`src/rtl/fixed_fma_unit.sv`:
```
// ---------------------------------------------------------------------------
// fixed_fma_unit
//
// Purpose:
//   Three-stage pipelined fused multiply-add on signed Q8.24 fixed-point
//   operands. It computes (+/-)A*B (+/-)C with an exact 64-bit product and a
//   42-bit exact sum, and flags any result that does not fit in Q8.24.
//   S1 registers the operands, S2 forms the (optionally negated) product, and
//   S3 scales, adds and packs the result. S3 is the response register.
//
// Configuration:
//   RANSAC_FMA_SATURATE_EN  defined   -> overflowing results clamp to
//                                         0x7FFFFFFF / 0x80000000
//                           undefined -> overflowing results wrap (low 32 bits
//                                         of the exact sum)
//   rsp_overflow behaves identically in both builds.
//
// Ports:
//   clk           rising-edge clock for all state
//   rst           asynchronous active-high reset
//   req_valid     request present
//   req_ready     block accepts a request this cycle (equals !stall)
//   req_opcode    0: A*B+C  1: A*B-C  2: -A*B+C  3: -A*B-C
//   req_a/b/c     signed Q8.24 operands
//   req_tag       opaque ID returned with the result
//   rsp_valid     result present
//   rsp_ready     consumer accepts the result this cycle
//   rsp_result    signed Q8.24 result
//   rsp_tag       tag of the request that produced rsp_result
//   rsp_overflow  exact result not representable in Q8.24
//   busy          any pipeline stage holds a valid entry
// ---------------------------------------------------------------------------
module fixed_fma_unit (
  input  logic        clk,
  input  logic        rst,
  input  logic        req_valid,
  output logic        req_ready,
  input  logic [1:0]  req_opcode,
  input  logic [31:0] req_a,
  input  logic [31:0] req_b,
  input  logic [31:0] req_c,
  input  logic [3:0]  req_tag,
  output logic        rsp_valid,
  input  logic        rsp_ready,
  output logic [31:0] rsp_result,
  output logic [3:0]  rsp_tag,
  output logic        rsp_overflow,
  output logic        busy
);

  typedef enum logic [1:0] {
    OP_FMA_ADD  = 2'd0,
    OP_FMA_SUB  = 2'd1,
    OP_NFMA_ADD = 2'd2,
    OP_NFMA_SUB = 2'd3
  } fma_opcode_t;

  typedef logic [31:0] fixed_t;

  // Stage 1: registered operands
  logic        s1_valid_q, s1_valid_d;
  fma_opcode_t s1_op_q,    s1_op_d;
  fixed_t      s1_a_q,     s1_a_d;
  fixed_t      s1_b_q,     s1_b_d;
  fixed_t      s1_c_q,     s1_c_d;
  logic [3:0]  s1_tag_q,   s1_tag_d;

  // Stage 2: signed 64-bit product (already negated when requested)
  logic        s2_valid_q, s2_valid_d;
  logic [63:0] s2_prod_q,  s2_prod_d;
  logic        s2_sub_q,   s2_sub_d;
  fixed_t      s2_c_q,     s2_c_d;
  logic [3:0]  s2_tag_q,   s2_tag_d;

  // Stage 3: packed result, doubles as the response register
  logic        s3_valid_q,  s3_valid_d;
  fixed_t      s3_result_q, s3_result_d;
  logic [3:0]  s3_tag_q,    s3_tag_d;
  logic        s3_ovf_q,    s3_ovf_d;

  // Datapath intermediates
  logic        stall;
  logic        negate;
  logic [63:0] mult_a;
  logic [63:0] mult_b;
  logic [63:0] product;
  logic [63:0] product_signed;
  logic [41:0] scaled;
  logic [41:0] c_ext;
  logic [41:0] sum;
  logic        sum_overflow;
  fixed_t      packed_result;

  // The pipeline never compresses bubbles, so one stall signal freezes
  // every stage at once. req_ready depends only on registered state and
  // rsp_ready, never on req_valid.
  assign stall     = s3_valid_q && !rsp_ready;
  assign req_ready = !stall;

  assign rsp_valid    = s3_valid_q;
  assign rsp_result   = s3_result_q;
  assign rsp_tag      = s3_tag_q;
  assign rsp_overflow = s3_ovf_q;
  assign busy         = s1_valid_q || s2_valid_q || s3_valid_q;

  // Product stage: sign-extending both operands to 64 bits makes an
  // unsigned 64x64 multiply yield the exact signed product in the low
  // 64 bits. Negation is applied to the whole product so that the later
  // floor shift rounds the negated value, not the magnitude.
  always_comb begin
    mult_a         = {{32{s1_a_q[31]}}, s1_a_q};
    mult_b         = {{32{s1_b_q[31]}}, s1_b_q};
    product        = mult_a * mult_b;
    negate         = (s1_op_q == OP_NFMA_ADD) || (s1_op_q == OP_NFMA_SUB);
    product_signed = negate ? (64'd0 - product) : product;
  end

  // Scale/add/pack stage: the arithmetic shift floors toward negative
  // infinity; 42 bits hold |A*B|>>24 (<= 2^38) plus |C| (<= 2^31) exactly.
  // The sum is in range only when bits 41..31 are all copies of bit 31.
  always_comb begin
    scaled       = 42'($signed(s2_prod_q) >>> 24);
    c_ext        = {{10{s2_c_q[31]}}, s2_c_q};
    sum          = s2_sub_q ? (scaled - c_ext) : (scaled + c_ext);
    sum_overflow = (sum[41:31] != {11{sum[31]}});
`ifdef RANSAC_FMA_SATURATE_EN
    if (sum_overflow) begin
      packed_result = sum[41] ? 32'h8000_0000 : 32'h7FFF_FFFF;
    end else begin
      packed_result = sum[31:0];
    end
`else
    packed_result = sum[31:0];
`endif
  end

  // Next-state for all three stages. Everything holds while stalled;
  // otherwise every stage (valid or bubble) moves one step forward.
  // Payload registers only load when a valid entry arrives.
  always_comb begin
    s1_valid_d  = s1_valid_q;
    s1_op_d     = s1_op_q;
    s1_a_d      = s1_a_q;
    s1_b_d      = s1_b_q;
    s1_c_d      = s1_c_q;
    s1_tag_d    = s1_tag_q;
    s2_valid_d  = s2_valid_q;
    s2_prod_d   = s2_prod_q;
    s2_sub_d    = s2_sub_q;
    s2_c_d      = s2_c_q;
    s2_tag_d    = s2_tag_q;
    s3_valid_d  = s3_valid_q;
    s3_result_d = s3_result_q;
    s3_tag_d    = s3_tag_q;
    s3_ovf_d    = s3_ovf_q;

    if (!stall) begin
      s1_valid_d = req_valid;
      if (req_valid) begin
        s1_op_d  = fma_opcode_t'(req_opcode);
        s1_a_d   = req_a;
        s1_b_d   = req_b;
        s1_c_d   = req_c;
        s1_tag_d = req_tag;
      end

      s2_valid_d = s1_valid_q;
      if (s1_valid_q) begin
        s2_prod_d = product_signed;
        s2_sub_d  = (s1_op_q == OP_FMA_SUB) || (s1_op_q == OP_NFMA_SUB);
        s2_c_d    = s1_c_q;
        s2_tag_d  = s1_tag_q;
      end

      s3_valid_d = s2_valid_q;
      if (s2_valid_q) begin
        s3_result_d = packed_result;
        s3_tag_d    = s2_tag_q;
        s3_ovf_d    = sum_overflow;
      end
    end
  end

  // State registers. Reset clears every stage so in-flight entries are
  // discarded and the response outputs read as zero.
  always_ff @(posedge clk or posedge rst) begin
    if (rst) begin
      s1_valid_q  <= 1'b0;
      s1_op_q     <= OP_FMA_ADD;
      s1_a_q      <= '0;
      s1_b_q      <= '0;
      s1_c_q      <= '0;
      s1_tag_q    <= '0;
      s2_valid_q  <= 1'b0;
      s2_prod_q   <= '0;
      s2_sub_q    <= 1'b0;
      s2_c_q      <= '0;
      s2_tag_q    <= '0;
      s3_valid_q  <= 1'b0;
      s3_result_q <= '0;
      s3_tag_q    <= '0;
      s3_ovf_q    <= 1'b0;
    end else begin
      s1_valid_q  <= s1_valid_d;
      s1_op_q     <= s1_op_d;
      s1_a_q      <= s1_a_d;
      s1_b_q      <= s1_b_d;
      s1_c_q      <= s1_c_d;
      s1_tag_q    <= s1_tag_d;
      s2_valid_q  <= s2_valid_d;
      s2_prod_q   <= s2_prod_d;
      s2_sub_q    <= s2_sub_d;
      s2_c_q      <= s2_c_d;
      s2_tag_q    <= s2_tag_d;
      s3_valid_q  <= s3_valid_d;
      s3_result_q <= s3_result_d;
      s3_tag_q    <= s3_tag_d;
      s3_ovf_q    <= s3_ovf_d;
    end
  end

endmodule

```
`config.mk`:
```
export PLATFORM = sky130hd
export DESIGN_NAME = fixed_fma_unit
export DESIGN_NICKNAME = d
export VERILOG_FILES = /design/src/rtl/fixed_fma_unit.sv
export SDC_FILE = /design/constraint.sdc
export NUM_CORES = 2
export LEC_CHECK = 0
export CELL_PAD_IN_SITES_DETAIL_PLACEMENT = 0
export CELL_PAD_IN_SITES_GLOBAL_PLACEMENT = 1
export CORE_UTILIZATION = 50
export CTS_CLUSTER_SIZE = 12
export DETAILED_ROUTE_END_ITERATION = 8
export PLACE_DENSITY = 0.83
export RECOVER_POWER = 100
export SYNTH_ARGS = -nofsm -noshare
export SYNTH_HDL_FRONTEND = slang
export SYNTH_SLANG_ARGS = --single-unit
```
`constraint.sdc`:
```
create_clock -name clk -period 11.7 [get_ports clk]
set_input_delay 2.34 -clock clk [delete_from_list [all_inputs] [get_ports clk]]
set_output_delay 2.34 -clock clk [all_outputs]
set_load 0.05 [all_outputs]
```
==> Word level (Yosys, flattened, before mapping) <==
Cells that the tools add are included.
Widths: inputs -> output; s select.
{ "word_totals": {"ff_bits": 243, "inputBits": 106, "output_inout_bits": 40} }
{ "classes": {"addsub": 3, "mul": 1, "eq_ne": 4, "mux": 2, "n_bitwise": 1, "reduce_logical": 10} }
{ "ops": {"columns": ["operator", "count"], "rows": [
  ["$mul 32x32->64", 1],
  ["$mux 64", 1],
  ["$sub 1x64->64 const A", 1],
  ["$mux 42", 1],
  ["$add 40x32->41", 1],
  ["$sub 40x32->41", 1],
  ["$ne 10x10->1", 1],
  ["$reduce_and 2->1", 3],
  ["$eq 2x2->1 const B", 2],
  ["$logic_or 1x1->1", 4],
  ["$eq 2x1->1 const B", 1],
  ["$logic_not 1->1", 2],
  ["$logic_and 1x1->1", 1],
  ["$not 1->1", 1]
]} }

==> Longest topological paths before layout <==
{ "depth": {"depth_word": 4, "mapped_depth": 33, "depth_no_buf": 30} }

==> Worst setup path after synthesis <==
No wires, ideal clock.
{ "synth_path": {"path_kind": "register to register", "startpoint": "register s1_a_q[13]", "endpoint": "register s2_prod_q[63]", "arrival_ns": 8.992, "required_ns": 11.568, "setup_slack_ns": 2.576, "stages_incl_launch_ff": 32, "n_path_buf": 4, "path_cell_list": "dfrtp_1 clkbuf_1 and2_1 fa_1 fa_1 fa_1 inv_1 fa_1 inv_1 fa_1 inv_1 fa_1 inv_1 fa_1 fa_1 ha_1 buf_2 a21oi_2 o21ai_1 or3_1 o21ba_1 xor2_1 or4_1 or3b_1 buf_2 or4_4 or4b_1 buf_2 nand4b_4 o41ai_2 xnor2_1 o21ai_1"} }
{ "synth_between": {"elab_chain_len": 3} }
{ "synth_lines": {"columns": ["element", "line", "source"], "rows": [
  ["from (decl)", "63", "fixed_t s1_a_q, s1_a_d;"],
  ["from (signal assigned)", "190", "s1_a_q <= '0;"],
  ["from (signal assigned)", "206", "s1_a_q <= s1_a_d;"],
  ["$mul 32x32->64 *", "113", "product = mult_a * mult_b;"],
  ["$sub 1x64->64", "115", "product_signed = negate ? (64'd0 - product) : product;"],
  ["$mux 64 *", "115", null],
  ["to (signal assigned)", "211", "s2_prod_q <= s2_prod_d;"],
  ["to (decl)", "70", "logic [63:0] s2_prod_q, s2_prod_d;"]
]} }
Every way passes the cells marked *; elsewhere a longest branch is shown, timed or not.
A chain may end at the register's enable or synchronous reset.

==> Worst setup path after layout <==
{ "layout_path": {"startpoint": "register s1_b_q[9]", "endpoint": "register s2_prod_q[63]"} }
{ "layout_between": {"elab_chain_len": 3} }
{ "layout_lines": {"columns": ["element", "line", "source"], "rows": [
  ["from (decl)", "64", "fixed_t s1_b_q, s1_b_d;"],
  ["from (signal assigned)", "191", "s1_b_q <= '0;"],
  ["from (signal assigned)", "207", "s1_b_q <= s1_b_d;"],
  ["$mul 32x32->64 *", "113", null],
  ["$sub 1x64->64", "115", null],
  ["$mux 64 *", "115", null]
]} }
Marked as above.

==> summary.md <==
| Metric | Value |
|---|---|
| Status | complete, but fails checks |
| Failing checks | max-capacitance violations, max-slew violations |
| Final Routed Wirelength | 124,000 um |
| Final net count | 6,391 |
| Die ar. | 97,400 sq um |
| Peak Freq | 93.3 MHz |
| Number of H-tree levels | 1 |
| # rows | 113 |
| Post-synth EDFFs | 0 |
| Root Driver | clkbuf_16 |
| Antenna violations before repair | 2 |
| Max-slew violation count | 516 |
| Worst-margin pin slew | 5.29 ns |
| R2r startpoint | s1_b_q[9] |
| Critical path's slowest cell | dfrtp_1 |
| Port Buffers | 145 |
| Initial Util | 50.5% |
| TritonCTS Sinks | 219 |
| Post-CTS Setup Repair Bufs | 0 |
| Chip width | 312 um |
| Core area | 95,200 sq um |
| Slowest cell delay on critical path | 1.24 ns |
| Post-DRT Antenna Nets | 0 |
| Worst Path Arrival | 11.12 ns |
| Routed len/inst | 19.8 um |
| Worst hold path depth | 2 |
| Crit Path Max Fanout | 33 |
| R2r worst-path depth | 28 |
| Ys Warns | 0 |
| Hold buffers post-CTS | 0 |
| Most used flip-flop cell after synthesis | dfrtp_1 |
| Syn_area_per_cell | 9.62 sq um |
| Vias in the first global route | 38,000 |
| R2r endpoint | s2_prod_q[63] |
| Cell count after synthesis | 4,998 |
| Clock skew | 0.0225 ns |
| Hold_sp | rsp_result[7] |
| HP Class | reg -> reg |
| Clk slew on worst S/H paths | 0.06 ns |
| Die Ht | 312 um |
| Data required time of the worst path | 12.10 ns |
| CTS tree | built |
| Max Cap Violations | 8 |
| DR iter-0 viols | 2,026 |
| Worst-Skew Late Latency | 0.63 ns |
| Synth Register Bits | 219 |
| Syn Nets | 6,412 |
| Global-route wire length before repair | 206,000 um |
| Critical path class | reg -> reg |
| Top post-synthesis cells by area | fa_1, dfrtp_1, inv_1, and2_1, ha_1 |
| Async set or reset register ratio after synthesis | 100% |
| Final hold violation count | 0 |
| HPWL after DPL | 102,000 um |
| Post-CTS sizing | 0 |
| Max clock buf depth | 3 |
| Fill cells | 8,644 |
| Antenna cells | 0 |
| Area growth syn-to-layout | 7.21% |
| Hold endpoint | rsp_result[7] |
| Vias | 33,900 |
| CTS buffer count | 28 |
| Global-route usage over all layers | 26.9% |
| Top-level port count | 146 |
| Slew headroom | -252% |
| Yosys top cell area share | 45.1% |
| Drt drc | 0 |
| Period utilization | 91.6% |
| Setup TNS | 0 ns |
| FF-to-FF setup slack | 0.98 ns |
| Top cell by count, worst path | fa_1 |
| Top-count cell post-synth | fa_1 |
| Via density | 5.41 |
| Setup Viol. Count Final | 0 |
| CP startpoint kind | register |
| Share of cells above drive strength 1 | 5.84% |
| First-pass DRT Iterations | 6 |
| Largest net degree at the start of global routing | 111 |
| Crit end category | register |
| GPL Wtd Cong | 0.888 |
| Post-Syn Area | 48,100 sq um |
| Synth cell types | 90 |
| Cell taking the most area after synthesis | fa_1 |
| Sequential fraction of the synthesis area | 11.4% |
| Crit path time final | 10.72 ns |
| List of most frequent post-synthesis cells | fa_1, inv_1, nand2_1 |
| GRT Residual Overflow | 0 |
| RSZ-0062 raised after global routing | no |
## state kept, by name, indices dropped and copies added (netlist names)
signal,cells
s2_sub_q,1
s2_valid_q,1
s1_op_q,2
s1_c_q,32
rsp_result,32
s1_b_q,32
s1_a_q,32
s2_c_q,32
s1_valid_q,1
s2_prod_q,40
rsp_valid,1
rsp_overflow,1
s1_tag_q,4
rsp_tag,4
s2_tag_q,4
## cell families after synthesis
kind of cell | after synthesis | share of synthesized area [%]
AOI/OAI and AO/OA | 475 | 6.34
DFF | 219 | 11.4
xor gates and xnor gates | 168 | 3.06
muxes | 155 | 3.61
and+or+nand+nor | 1455 | 15.1
buffers and inverters | 1218 | 9.58
adders and majority gates | 1308 | 50.9
## worst max path at each step
stage                    start       endpoint  slack [ns]
finish               s1_b_q[9]  s2_prod_q[63]        0.98
floorplan           s1_a_q[13]  s2_prod_q[63]        2.58
global placement     s1_b_q[8]  s2_prod_q[63]        1.41
global route         s1_b_q[8]  s2_prod_q[63]        0.35
detailed placement   s1_b_q[8]  s2_prod_q[63]        1.28
CTS                  s1_b_q[8]  s2_prod_q[63]        1.23
## cell type report
class | count | area [sq um] | share of cell area, %
inverter | 953 | 3580 | 6.94
tap | 1265 | 1580 | 3.07
clock buffer | 35 | 767 | 1.49
sequential | 219 | 5480 | 10.6
multi-input combinational | 3561 | 38000 | 73.7
timing repair buffer | 214 | 1950 | 3.78
clock inverter | 15 | 200 | 0.388
## through the flow
step | std cells | util [%] | setup WS (ns) | instance area (sq um) | hold slack (ns)
5_1_grt | 6262 | 54.2 | 0.349 | 51600 | 0.498
6_report | 6262 | 54.2 | 0.979 | 51600 | 0.479
4_1_cts | 6262 | 54.2 | 1.23 | 51600 | 0.487
3_3_place_gp | 6212 | 53.2 | 1.41 | 50600 | 0.465
3_5_place_dp | 6212 | 53.2 | 1.28 | 50600 | 0.474
2_1_floorplan | 4998 | - | 2.58 | 48100 | 0.450
## cells in the final DEF (no fill, tap or decap), drive strengths merged, types with 7 or more instances in the layout
cell	Yosys	final
a211o	8	8
a211oi	11	11
a21o	47	47
a21oi	127	127
a31oi	11	11
and2	514	514
and3	12	12
buf	15	64
clkbuf	250	40
clkdlybuf4s50	0	103
dfrtp	219	219
dlygate4sd3	0	42
fa	1083	1083
ha	225	225
inv	953	956
mux2	149	149
nand2	650	650
nand2b	25	25
nand3	22	22
nand4	28	28
nor2	95	95
nor2b	7	7
nor3	37	37
nor4	11	11
o211ai	9	9
o21a	19	19
o21ai	144	144
o21bai	11	11
o31ai	18	18
or2	11	11
or3	14	14
xnor2	106	106
xor2	62	62
## per-layer routing
layer  vias up  routed length [um]  global-route usage, %
li1      15100                   -                      -
met1     17600               49500                   33.5
met2       889               62800                   47.3
met3       314                6030                   3.32
met4         0                5910                   11.2
met5         -                   0                      0
## critical path: cells and delay by family (launching register included)
family,cells,cell delay [ns]
buf+inv,5,0.27
flops,1,1.24
fa+ha+maj,9,4.28
xor+xnor,2,0.29
compound gates,5,1.20
simple gates,7,3.19
Power is not shown: default switching activity piles up to over one toggle a cycle in this logic, so the estimate is an artifact.
